`src/rtl/npu_pkg.sv`:
```
// Shared NPU definitions: datapath widths common to pe_unit and its feeder,
// plus the feeder state encoding.
package npu_pkg;

  localparam int unsigned DATA_W = 8;
  localparam int unsigned ACC_W  = 24;
  localparam int unsigned LEN_W  = 8;

  typedef enum logic [2:0] {
    StIdle,
    StClear,
    StFetch,
    StArm,
    StHold,
    StDrain,
    StDone
  } feeder_state_e;

endpackage

```
`src/rtl/pe_feeder_if.sv`:
```
// Job, operand-stream, PE-drive and result signals of one pe_feeder.
// master is the feeder side; slave is everything around it.
interface pe_feeder_if;
    import npu_pkg::*;

    logic                     start;
    logic [LEN_W-1:0]         len;
    logic                     busy;

    logic                     op_valid;
    logic                     op_ready;
    logic signed [DATA_W-1:0] op_a;
    logic signed [DATA_W-1:0] op_b;

    logic                     pe_rst_n;
    logic                     pe_ready;
    logic signed [DATA_W-1:0] pe_a;
    logic signed [DATA_W-1:0] pe_b;
    logic signed [ACC_W-1:0]  pe_outdata;

    logic                     res_valid;
    logic                     res_ready;
    logic signed [ACC_W-1:0]  res_data;

    modport master (
        input  start, len, op_valid, op_a, op_b, pe_outdata, res_ready,
        output busy, op_ready, pe_rst_n, pe_ready, pe_a, pe_b, res_valid, res_data
    );

    modport slave (
        output start, len, op_valid, op_a, op_b, pe_outdata, res_ready,
        input  busy, op_ready, pe_rst_n, pe_ready, pe_a, pe_b, res_valid, res_data
    );

endinterface

```
`src/rtl/pe_feeder.sv`:
```
// Sequences one MAC PE through a dot-product job: clear, then per pair
// fetch/arm/hold, then capture the accumulator and offer it downstream.
module pe_feeder
    import npu_pkg::*;
(
    input  logic         clk,
    input  logic         rst_n,
    pe_feeder_if.master  io_bus
);

    feeder_state_e            r_state;
    feeder_state_e            w_state_nxt;
    logic [LEN_W-1:0]         r_len;
    logic [LEN_W-1:0]         r_cnt;
    logic [LEN_W-1:0]         w_cnt_inc;
    logic signed [DATA_W-1:0] r_pe_a;
    logic signed [DATA_W-1:0] r_pe_b;
    logic signed [ACC_W-1:0]  r_res;

    assign w_cnt_inc = r_cnt + LEN_W'(1);

    always_comb begin
        w_state_nxt = r_state;
        unique case (r_state)
            StIdle:  if (io_bus.start) w_state_nxt = StClear;
            StClear: w_state_nxt = (r_len == '0) ? StDrain : StFetch;
            StFetch: if (io_bus.op_valid) w_state_nxt = StArm;
            StArm:   w_state_nxt = StHold;
            StHold:  w_state_nxt = (w_cnt_inc == r_len) ? StDrain : StFetch;
            StDrain: w_state_nxt = StDone;
            StDone:  if (io_bus.res_ready) w_state_nxt = StIdle;
            default: w_state_nxt = StIdle;
        endcase
    end

    always_ff @(posedge clk) begin
        if (!rst_n) begin
            r_state <= StIdle;
            r_len   <= '0;
            r_cnt   <= '0;
            r_pe_a  <= '0;
            r_pe_b  <= '0;
            r_res   <= '0;
        end else begin
            r_state <= w_state_nxt;
            if (r_state == StIdle && io_bus.start) begin
                r_len <= io_bus.len;
                r_cnt <= '0;
            end
            // Operands stay put through ARM and HOLD, the PE's compute cycle.
            if (r_state == StFetch && io_bus.op_valid) begin
                r_pe_a <= io_bus.op_a;
                r_pe_b <= io_bus.op_b;
            end
            if (r_state == StHold) r_cnt <= w_cnt_inc;
            if (r_state == StDrain) r_res <= io_bus.pe_outdata;
        end
    end

    assign io_bus.busy      = (r_state != StIdle);
    assign io_bus.op_ready  = (r_state == StFetch);
    assign io_bus.pe_ready  = (r_state == StArm);
    assign io_bus.res_valid = (r_state == StDone);
    // The PE is cleared both by system reset and at the start of every job.
    assign io_bus.pe_rst_n  = rst_n && (r_state != StClear);
    assign io_bus.pe_a      = r_pe_a;
    assign io_bus.pe_b      = r_pe_b;
    assign io_bus.res_data  = r_res;

endmodule

```
`src/flat_wrapper.sv`:
```
// flat-port wrapper written by rule: the top's interface ports become plain ports
module pe_feeder_flat import npu_pkg::*;
  (clk, rst_n, io_bus_start, io_bus_len, io_bus_op_valid, io_bus_op_a, io_bus_op_b, io_bus_pe_outdata, io_bus_res_ready, io_bus_busy, io_bus_op_ready, io_bus_pe_rst_n, io_bus_pe_ready, io_bus_pe_a, io_bus_pe_b, io_bus_res_valid, io_bus_res_data);
  pe_feeder_if io_bus_i ();
  input  logic clk;
  input  logic rst_n;
  input wire logic [$bits(io_bus_i.start)-1:0] io_bus_start;
  input wire logic [$bits(io_bus_i.len)-1:0] io_bus_len;
  input wire logic [$bits(io_bus_i.op_valid)-1:0] io_bus_op_valid;
  input wire logic [$bits(io_bus_i.op_a)-1:0] io_bus_op_a;
  input wire logic [$bits(io_bus_i.op_b)-1:0] io_bus_op_b;
  input wire logic [$bits(io_bus_i.pe_outdata)-1:0] io_bus_pe_outdata;
  input wire logic [$bits(io_bus_i.res_ready)-1:0] io_bus_res_ready;
  output wire logic [$bits(io_bus_i.busy)-1:0] io_bus_busy;
  output wire logic [$bits(io_bus_i.op_ready)-1:0] io_bus_op_ready;
  output wire logic [$bits(io_bus_i.pe_rst_n)-1:0] io_bus_pe_rst_n;
  output wire logic [$bits(io_bus_i.pe_ready)-1:0] io_bus_pe_ready;
  output wire logic [$bits(io_bus_i.pe_a)-1:0] io_bus_pe_a;
  output wire logic [$bits(io_bus_i.pe_b)-1:0] io_bus_pe_b;
  output wire logic [$bits(io_bus_i.res_valid)-1:0] io_bus_res_valid;
  output wire logic [$bits(io_bus_i.res_data)-1:0] io_bus_res_data;
  assign io_bus_i.start = io_bus_start;
  assign io_bus_i.len = io_bus_len;
  assign io_bus_i.op_valid = io_bus_op_valid;
  assign io_bus_i.op_a = io_bus_op_a;
  assign io_bus_i.op_b = io_bus_op_b;
  assign io_bus_i.pe_outdata = io_bus_pe_outdata;
  assign io_bus_i.res_ready = io_bus_res_ready;
  assign io_bus_busy = io_bus_i.busy;
  assign io_bus_op_ready = io_bus_i.op_ready;
  assign io_bus_pe_rst_n = io_bus_i.pe_rst_n;
  assign io_bus_pe_ready = io_bus_i.pe_ready;
  assign io_bus_pe_a = io_bus_i.pe_a;
  assign io_bus_pe_b = io_bus_i.pe_b;
  assign io_bus_res_valid = io_bus_i.res_valid;
  assign io_bus_res_data = io_bus_i.res_data;
  pe_feeder u_core (.clk(clk), .rst_n(rst_n), .io_bus(io_bus_i));
endmodule
```
`config.mk`:
```
export PLATFORM = sky130hd
export DESIGN_NAME = pe_feeder_flat
export DESIGN_NICKNAME = d
export VERILOG_FILES = /design/src/rtl/npu_pkg.sv /design/src/rtl/pe_feeder_if.sv /design/src/rtl/pe_feeder.sv /design/src/flat_wrapper.sv
export SDC_FILE = /design/constraint.sdc
export NUM_CORES = 1
export LEC_CHECK = 0
export CAP_MARGIN = 20
export CORE_MARGIN = 2
export CORE_UTILIZATION = 45
export CTS_BUF_LIST = sky130_fd_sc_hd__clkbuf_16
export CTS_CLUSTER_SIZE = 28
export DETAILED_ROUTE_END_ITERATION = 10
export DONT_BUFFER_PORTS = 1
export GPL_TIMING_DRIVEN = 0
export SETUP_SLACK_MARGIN = 0.5
export SLEW_MARGIN = 25
export SYNTH_ARGS = -nofsm -noshare
export SYNTH_HDL_FRONTEND = slang
export SYNTH_SLANG_ARGS = --single-unit
```
`constraint.sdc`:
```
create_clock -name clk -period 4.3 [get_ports clk]
set_clock_uncertainty 0.1 [all_clocks]
set_input_delay 0.43 -clock clk [delete_from_list [all_inputs] [get_ports clk]]
set_output_delay 0.43 -clock clk [all_outputs]
set_load 0.005 [all_outputs]
```
# Yosys cells after proc, flatten, opt, wreduce, memory -nomap -nowiden
# Index checks and enable logic that the tools add are counted.
[word_totals]
reg_bits = 59
latchBits = 0
ram_bits = 0
mem_bits_ro = 0
out_inout_bits = 45
word_cells = 34
mem_count = 0
[op_classes]
addsub = 1
multipliers = 0
div = 0
n_lt_le_gt_ge = 0
eq_ne = 11
n_shift = 0
muxes = 8
bitwise_logic = 0
n_reduce_logical = 8
[op_table]
columns = ["op", "n"]
rows = [
  ["3-bit one-hot mux with 7 select lines", 1],
  ["8-bit 2-to-1 mux", 2],
  ["3-bit 2-to-1 mux", 5],
  ["3-bit == test (second input constant)", 3],
  ["8-bit by 1-bit adder with 8-bit output (second input constant)", 1],
  ["8-bit == test", 1],
  ["8-bit zero test", 1],
  ["3-bit by 2-bit == test with 1-bit output (second input constant)", 2],
  ["2-bit inequality test (second input constant)", 3],
  ["3-bit by 1-bit == test with 1-bit output (second input constant)", 1],
  ["1-bit logical AND", 3],
  ["3-bit zero test", 1],
  ["3-bit by 1-bit inequality test with 1-bit output (second input constant)", 1],
  ["3-bit AND reduction", 1],
  ["3-bit nonzero test", 1],
  ["2-bit nonzero test", 1],
]

# Longest topological paths before layout
# Gate-level depths: netlist (run 1).
[logic_depth]
word_depth = 4
depth_mapped = 7
ltp_nobuf = 6

# Worst setup path before layout (run 1)
# Ideal clock, no wire load.
[synth_path]
path_type = "reg2reg"
startpoint = "register u_core.r_cnt[0]"
endpoint = "register u_core.r_state[2]"
arrival_time_ps = 1676
required_time_ps = 4140
slack_ps = 2464
path_stages_with_launch = 8
synth_period_minus_slack_ps = 1836
cell_sequence = "dfxtp_1 -> ha_1 -> buf_2 -> and3_2 -> nand3_1 -> xnor2_1 -> a2111oi_2 -> a41o_1"
[synth_between]
elab_chain_cells = 4
[synth_rtl]
columns = ["element", "line_no", "text"]
rows = [
  ["start: declaration", "pe_feeder.sv:14", "logic [LEN_W-1:0] r_cnt;"],
  ["start signal: assignment", "pe_feeder.sv:55", "if (r_state == StHold) r_cnt <= w_cnt_inc;"],
  ["8-bit by 1-bit adder with 8-bit output", "pe_feeder.sv:20", "assign w_cnt_inc = r_cnt + LEN_W'(1);"],
  ["8-bit == test", "pe_feeder.sv:29", "StHold: w_state_nxt = (w_cnt_inc == r_len) ? StDrain : StFetch;"],
  ["3-bit 2-to-1 mux", "pe_feeder.sv:29", ""],
  ["3-bit one-hot mux with 7 select lines", "pe_feeder.sv:24", "unique case (r_state)"],
  ["end signal: assignment", "pe_feeder.sv:38", "r_state <= StIdle;"],
  ["end signal: assignment", "pe_feeder.sv:45", "r_state <= w_state_nxt;"],
  ["end: declaration", "pe_feeder.sv:11", "feeder_state_e r_state;"],
]
# Every way passes these cells.
# A chain may end at the register's enable or synchronous reset.

# Final worst setup path (run 1)
[layout_path]
startpoint = "register u_core.r_state[2]"
endpoint = "output io_bus_pe_rst_n"
[layout_between]
elab_chain_cells = 2
[layout_rtl]
columns = ["element", "line_no", "text"]
rows = [
  ["3-bit by 1-bit inequality test with 1-bit output", "pe_feeder.sv:65", "assign io_bus.pe_rst_n = rst_n && (r_state != StClear);"],
  ["1-bit logical AND", "pe_feeder.sv:65", ""],
  ["end: declaration", "flat_wrapper.sv:16", "output wire logic [$bits(io_bus_i.pe_rst_n)-1:0] io_bus_pe_rst_n;"],
]
# Every way passes these cells.

==> results_dict.tcl, run 1 <==
set metrics [dict create \
    cp.required_ps 3770 \
    grt_pass1_vias 2042 \
    grt_pass1_wl_um 9370 \
    layout_commonest_cell "nand2_1" \
    max_freq_mhz 429 \
    synthFlopType "dfxtp_1" \
    async_flop_share 0 \
    outcome "complete, no violations" \
    nets 397 \
    synth_area_mm2 0.00270 \
    fp.dieW_um 81.5 \
    ff_latch_area_mm2 0.00118 \
    num_io_pins 98 \
    drc 0 \
    p_per_area_mw_per_mm2 585 \
    final_util 0.531 \
    ant_nets 0 \
    drv_cap 0 \
    drive_gt1_frac 0.0862 \
    numCtsBuffers 9 \
    ys_warn_count 0 \
    vias 2246 \
    cts_hold_buf 0 \
    insertion_delay_ps 320 \
    avgViaCountPerCell 5.31 \
    antenna_found_initial 0 \
    start_kind "register" \
    multi_input_area_mm2 0.00141 \
    yosys_register_bits 59 \
    clk_pin_slew_ps 50 \
    first_iter_violations 115 \
    wl_per_cell_um 14.4 \
    root_buffer "clkbuf_16" \
    irDropWorstVdd_mv 0.278 \
    relSlewSlack 0.595 \
    clock_sinks 59 \
    hold_class "input pin to register" \
    critical_path_class "register to primary output" \
    rsz0062_at_grt "no" \
    cts_tree "built" \
    rows 28 \
    fillers 559 \
    final_cell_mix "108 x nand2_1, 59 x dfxtp_1, 53 x a21boi_1" \
    min_period_over_period 0.542 \
    post_cts_buffers 0 \
    die_y_um 81.5 \
    ys_seq_area_frac 0.437 \
    diodes 0 \
    cts_buffer_depth 2 \
    fin_tns_setup_ps 0 \
    tightestPinTransition_ps 603 \
    p_leak_nw 1.12 \
    core_mm2 0.00585 \
    avgSynthCellArea_um2 8.14 \
    place_congestion 0.854 \
    slew_viol_final 0 \
    synth.distinct_cells 49 \
    htree_levels 3 \
    synth_edf_count 0 \
    syn-num-nets 386 \
    cp-end-kind "primary output" \
    worstPathArrival_ps 1800 \
    finalSetupViolCount 0 \
    syn_inst 332 \
    ctsResizeCount 0 \
    grt_max_degree 11 \
    finalHoldViolCount 0 \
    place_hpwl_um 4380 \
    min_period_ps 2330 \
    initial_core_util 0.462 \
    grt_usage 0.187 \
    wirelength_um 6090 \
    path_max_fanout 10 \
    portBuffers 0 \
    area_growth_pct 14.9 \
    dieArea_mm2 0.00664 \
    overflow 0 \
    firstDrtPassIters 4 \
]
-- power breakdown --
| group | total, W | switching [W] | internal, W |
|---|---|---|---|
| Clock | 0.000737 | 0.000238 | 0.000499 |
| Combinational | 0.000430 | 0.000280 | 0.000151 |
| Sequential | 0.000651 | 0.0000466 | 0.000605 |
-- synthesized netlist by cell type, types with 2 or more instances --
library cell	instances	area [µm²]
clkbuf_1	13	48.8
a21oi_1	2	10.0
o21ai_1	2	10.0
and3_1	2	12.5
buf_2	8	40.0
o21a_1	2	15.0
dfxtp_1	59	1180
nand2_1	108	405
o211ai_1	2	15.0
a31oi_1	2	12.5
o21ai_0	6	30.0
nor2_1	7	26.3
or3_1	2	12.5
nand3_1	7	35.0
and2_1	3	18.8
o2111ai_1	2	17.5
a21boi_0	2	15.0
nand4b_1	3	26.3
nor3_1	6	30.0
xor2_1	4	35.0
inv_1	2	7.51
a21boi_1	53	398
xnor2_1	6	52.6
or4_1	3	22.5
nand2b_1	2	12.5
-- sequential cells by signal (all words and copies together), names as in the netlist --
register / flops
u_core.r_state: 3
u_core.io_bus.pe_a: 8
u_core.r_cnt: 8
u_core.io_bus.pe_b: 8
u_core.r_len: 8
u_core.io_bus.res_data: 24
-- stage by stage --
step                total power [W]  instance area (µm²)  hold slack, ps  cells  setup WS, ps
floorplan                  0.000988                 2700             351    332          2460
global placement            0.00109                 2800             361    407          2220
detailed placement          0.00109                 2800             365    407          2220
CTS                         0.00183                 3110             125    423          1950
global route                0.00192                 3110             130    423          1820
finish                      0.00182                 3110             134    423          1970
-- per-layer routing --
metal,vias up,wire length (µm),track usage,share of wire
li1,1146,-,-,-
met1,1011,2680,0.240,0.44
met2,77,2750,0.265,0.45
met3,12,546,0.0835,0.090
met4,0,112,0.0932,0.018
met5,-,0,0,0
-- worst max-delay path, cell delays in order, from the launching register on --
cell	delay (ps)
dfxtp_1	300
clkbuf_1	290
buf_2	280
buf_1	380
o21a_1	230
-- cell families (layout without fill, tap and decap cells) --
family,after synthesis,count (layout),share of synthesized area
and+or+nand+nor,152,152,0.251
AOI/OAI and AO/OA,83,83,0.230
DFF,59,59,0.437
buffers and inverters,26,42,0.0412
xor gates and xnor gates,10,10,0.0324
adders and majority gates,1,1,0.00463
muxes,1,1,0.00370
-- area by class of cell --
class                      instances  share of cell area
multi-input combinational        247               0.454
inverter                           3             0.00362
clock inverter                     7              0.0270
sequential                        59               0.380
clock buffer                       9              0.0725
tap                               75              0.0302
buffer                            23              0.0322
-- path summary, 6_finish.rpt --
kind | slack, ps | to | depth (start not counted) | from
min | 130 | u_core.io_bus.res_data[3] | 2 | io_bus_pe_outdata[3]
max reg2reg | 2200 | u_core.r_state[2] | 7 | u_core.r_cnt[0]
min reg2reg | 370 | u_core.io_bus.pe_b[7] | 2 | u_core.io_bus.pe_b[7]
max | 1970 | io_bus_pe_rst_n | 4 | u_core.r_state[2]
Note: power is estimated with default switching activity, not from simulation.
==> inputs of run 2 (changes only) <==
- clock period: 4.3 -> 2.4 ns (I/O delays scaled with it)
==> run 2 against run 1 <==
  * Combinational power rose by 110%
  * Sequential power increased by 80%
  * Clock power is 80% higher
  * Total power up 87%
==> results_dict.tcl, run 2 (synthesis results as in run 1) <==
set metrics [dict create \
    firstDrtPassIters 4 \
    nets 448 \
    layoutNonFillerInstCount 474 \
    p_per_area_mw_per_mm2 919 \
    first_iter_violations 149 \
    crit_slowest_cell "dfxtp_1" \
    numCtsBuffers 9 \
    switchingPower_w 0.00107 \
    clock_sinks 59 \
    start_kind "register" \
    worstPathArrival_ps 1500 \
    place_hpwl_um 4380 \
    comb_power_share 0.265 \
    p_clk_frac 0.391 \
    min_period_over_period 0.768 \
    p_leak_nw 1.36 \
    max_freq_mhz 542 \
    finalSetupViolCount 0 \
    fp.dieW_um 81.5 \
    rows 28 \
    relSlewSlack 0.633 \
    num_io_pins 98 \
    slew_viol_final 0 \
    finalHoldViolCount 0 \
    drive_gt1_frac 0.113 \
    cp_top_family "buffers and inverters" \
    grt_usage 0.217 \
    overflow 0 \
    outcome "complete, no violations" \
    cts_buffer_depth 2 \
    wl_per_cell_um 14.9 \
    portBuffers 0 \
    final_cell_mix "108 x nand2_1, 57 x dfxtp_1, 53 x a21boi_1" \
    min_period_ps 1840 \
    layout_commonest_cell "nand2_1" \
    drc 0 \
    cp.required_ps 2060 \
    irDropWorstVdd_mv 0.531 \
    antenna_found_initial 0 \
    vias 2486 \
    cpPeakStageDelay_ps 300 \
    initial_core_util 0.462 \
    cp-end-kind "primary output" \
    root_buffer "clkbuf_16" \
    avgViaCountPerCell 5.24 \
    hold_class "input pin to register" \
    post-route-cell-area_mm2 0.00370 \
    rsz0062_at_grt "yes" \
    pwr-share-seq 0.344 \
    dp.cells 407 \
    clk_pin_slew_ps 50 \
    drv_cap 0 \
    ant_nets 0 \
    core_mm2 0.00585 \
    path_max_fanout 10 \
    tightestPinTransition_ps 548 \
    worst_hold_slack_ps 49.8 \
    critPathBufInv 3 \
    place_congestion 0.854 \
    wirelength_um 7050 \
    grt_max_degree 11 \
    crit_path_cell_trace "clkbuf_2, buf_2, clkbuf_4, o21a_1" \
    cts_tree "built" \
    p_int_w 0.00233 \
    critical_path_class "register to primary output" \
    largest_reg_flops 24 \
    dieArea_mm2 0.00664 \
    diodes 0 \
    placed_area_mm2 0.00280 \
    insertion_delay_ps 330 \
    sw_frac_of_total 0.315 \
    fin_tns_setup_ps 0 \
    die_y_um 81.5 \
    grt_pass1_vias 2357 \
    grt_pass1_wl_um 10900 \
    htree_levels 3 \
    area_growth_pct 36.9 \
]
-- run 2: cell type report --
type                       instances  area (µm²)
fill                             490        2150
multi-input combinational        247        1480
clock buffer                       9         225
sequential                        59        1190
timing repair buffer              51         503
buffer                            23         118
clock inverter                     7        83.8
tap                               75        93.8
inverter                           3        11.3
-- run 2: what timing repair did --
action	CTS	global route
endpoints found under the setup margin	16	17
hold buffers	48	0
resized for setup	14	9
pin swaps	6	2
setup buffers	3	0
hold endpoints to repair	48	0
-- run 2: tightest hold or removal path: cells and delay by family --
family	cells	cell delay, ps
AO/OA/AOI/OAI	2	140
AND/OR/NAND/NOR	1	30
-- run 2: final timing paths --
path	slack [ps]	startpoint	end	cells past startpoint
worst max-delay path	560	u_core.r_state[2]	io_bus_pe_rst_n	4
worst min register to register	370	u_core.io_bus.pe_a[3]	u_core.io_bus.pe_a[3]	2
worst max register to register	570	u_core.r_cnt[1]	u_core.r_state[2]	7
worst min-delay path	50	io_bus_res_ready	u_core.r_state[1]	3
-- run 2: metal layers --
metal  global-route usage  part of all wire  up-vias
met1                0.259              0.43     1152
met5                    0                 0        -
li1                     -                 -     1248
met3               0.0791             0.068        8
met4               0.0881             0.010        0
met2                0.353              0.49       78
-- run 2: power by group through the flow --
| stage | Combinational, W | Sequential, W | Clock [W] |
|---|---|---|---|
| 4_1_cts | 0.000864 | 0.00117 | 0.00135 |
| 6_report | 0.000901 | 0.00117 | 0.00133 |
| 3_3_place_gp | 0.000759 | 0.00119 | 0 |
| 5_1_grt | 0.000999 | 0.00118 | 0.00139 |
| 2_1_floorplan | 0.000606 | 0.00117 | 0 |
| 3_5_place_dp | 0.000768 | 0.00119 | 0 |
-- run 2: stage by stage --
stage | total power [W] | setup WS, ps | util
after floorplan | 0.00177 | 564 | -
after global routing | 0.00358 | 471 | 0.633
after detailed placement | 0.00196 | 322 | 0.478
after CTS | 0.00338 | 496 | 0.626
final | 0.00340 | 556 | 0.633
after global placement | 0.00195 | 324 | 0.478
==> inputs of run 3 (changes only) <==
- clock period: 2.4 -> 1.7 ns (I/O delays scaled with it)
==> run 3 against run 2 <==
  * The run now ends with setup timing left
  * Global-route usage is 2.3 points higher
  * Total power is 75% higher
  * Worst setup slack worse by 660 ps
  * Sequential share of layout area is 5.9 points lower
  * Sequential power is 44% higher
  * Cell count is 7.8% higher
  * Sequential cell count stayed put
  * Design area is 23% higher
  * Hold slack worse by 47 ps
  * Critical path depth is 3 higher
  * Largest cell class unchanged
==> results_dict.tcl, run 3 (synthesis results as in run 1) <==
set metrics [dict create \
    critical_path_class "register to register" \
    wl_per_cell_um 15.9 \
    worst_r2r_startpoint "u_core.r_cnt[1]" \
    hold_start "io_bus_op_valid" \
    worstPathArrival_ps 1960 \
    grt_max_degree 11 \
    finalSetupViolCount 3 \
    rsz0062_at_grt "yes" \
    path_depth 7 \
    rrSetupSlack_ps -100 \
    cts_buffer_depth 2 \
    outcome "finished with violations" \
    tightestPinTransition_ps 475 \
    htree_levels 3 \
    area_growth_pct 68.6 \
    layout_commonest_cell "nand2_1" \
    path_max_fanout 7 \
    cp_top_family "compound AO/OA/AOI/OAI gates" \
    drv_cap 0 \
    grt_usage 0.240 \
    num_io_pins 98 \
    drc 0 \
    max_freq_mhz 555 \
    crit_path_cell_trace "ha_4, buf_6, and3_4, nand3_4, xnor2_4, a2111oi_4, a41o_1" \
    final_cell_mix "61 x nand2_1, 53 x dfxtp_1, 50 x dlygate4sd3_1" \
    clk_pin_slew_ps 50 \
    initial_core_util 0.462 \
    fp.dieW_um 81.5 \
    cp-end-kind "register" \
    core_mm2 0.00585 \
    r2r-end "u_core.r_state[2]" \
    p_per_area_mw_per_mm2 1300 \
    ant_nets 0 \
    whs_path_depth 3 \
    reg2reg_depth 7 \
    wirelength_um 8130 \
    hold_class "input pin to register" \
    slew_viol_final 0 \
    startpoint "u_core.r_cnt[1]" \
    firstDrtPassIters 5 \
    die_y_um 81.5 \
    nets 485 \
    placed_area_mm2 0.00300 \
    grt_pass1_wl_um 12100 \
    crit_slowest_cell "dfxtp_4" \
    violations "setup timing" \
    drive_gt1_frac 0.360 \
    cp.required_ps 1860 \
    finalHoldViolCount 0 \
    insertion_delay_ps 320 \
    start_kind "register" \
    irDropWorstVdd_mv 0.819 \
    critPathBufInv 1 \
    cts_tree "built" \
    antenna_found_initial 0 \
    portBuffers 0 \
    p_leak_nw 1.76 \
    avgViaCountPerCell 5.24 \
    place_congestion 0.789 \
    numCtsBuffers 9 \
    overflow 0 \
    cpPeakStageDelay_ps 360 \
    place_ws_ps -213 \
    root_buffer "clkbuf_16" \
    vias 2680 \
    fin_tns_setup_ps -243 \
    place_hpwl_um 4390 \
    dieArea_mm2 0.00664 \
    post-route-cell-area_mm2 0.00456 \
    relSlewSlack 0.683 \
    fin_ws_ps -102 \
    min_period_ps 1800 \
    min_period_over_period 1.06 \
    largest_reg_flops 24 \
    diodes 0 \
    grt_pass1_vias 2562 \
    worstHoldEndpoint "u_core.io_bus.pe_a[0]" \
    clock_sinks 59 \
    first_iter_violations 95 \
    rows 28 \
]
[run 3: changes by cell type in the layout (fill, tap and decap cells not counted), sizes merged]
cell	change
clkinv	+1
dlygate4sd3	+2
bufinv	-1
buf	+42
clkinvlp	-1
clkbuf	-6
[run 3: worst max path at each step]
| stage | end | slack, ps |
|---|---|---|
| after floorplan | u_core.r_state[2] | -20 |
| after global placement | u_core.r_state[2] | -220 |
| after detailed placement | u_core.r_state[2] | -210 |
| after CTS | u_core.r_state[2] | -70 |
| after global routing | u_core.r_state[2] | -180 |
| final | u_core.r_state[2] | -100 |
[run 3: worst reg2reg max path, stage by stage, from the launching register on]
cell and delay [ps]:
dfxtp_4 360, ha_4 130, buf_6 110, and3_4 200, nand3_4 110, xnor2_4 180
a2111oi_4 330, a41o_1 220
[run 3: layer usage]
metal / vias to the layer above / wire, µm / GRT usage
met5: - / 0 / 0
met4: 0 / 54 / 0.0627
met3: 5 / 503 / 0.0769
met2: 77 / 4230 / 0.418
li1: 1334 / - / -
met1: 1264 / 3340 / 0.283
[run 3: cell type report]
| type | instances | area (µm²) |
|---|---|---|
| clock buffer | 10 | 250 |
| fill | 404 | 1290 |
| sequential | 59 | 1200 |
| tap | 75 | 93.8 |
| inverter | 3 | 23.8 |
| clock inverter | 6 | 55.1 |
| multi-input combinational | 247 | 1790 |
| timing repair buffer | 88 | 885 |
| buffer | 23 | 264 |
[run 3: stage by stage]
step	power, W	instances	hold WS, ps	util
CTS	0.00563	507	9.69	0.740
global placement	0.00306	407	206	0.513
finish	0.00594	511	2.77	0.779
global route	0.00626	511	6.21	0.779
floorplan	0.00279	332	205	-
detailed placement	0.00307	407	211	0.513
[run 3: timing repair]
item	in CTS	in global routing
endpoints found under the setup margin	64	64
cloned	4	0
setup buffers	30	4
hold endpoints to repair	49	0
hold buffers	50	0
resized for setup	67	63
pin swaps	28	21
[run 3: power by group]
| part | total (W) | internal [W] | switching (W) |
|---|---|---|---|
| logic | 0.00244 | 0.00129 | 0.00114 |
| registers | 0.00168 | 0.00154 | 0.000140 |
| clock network | 0.00182 | 0.00121 | 0.000612 |
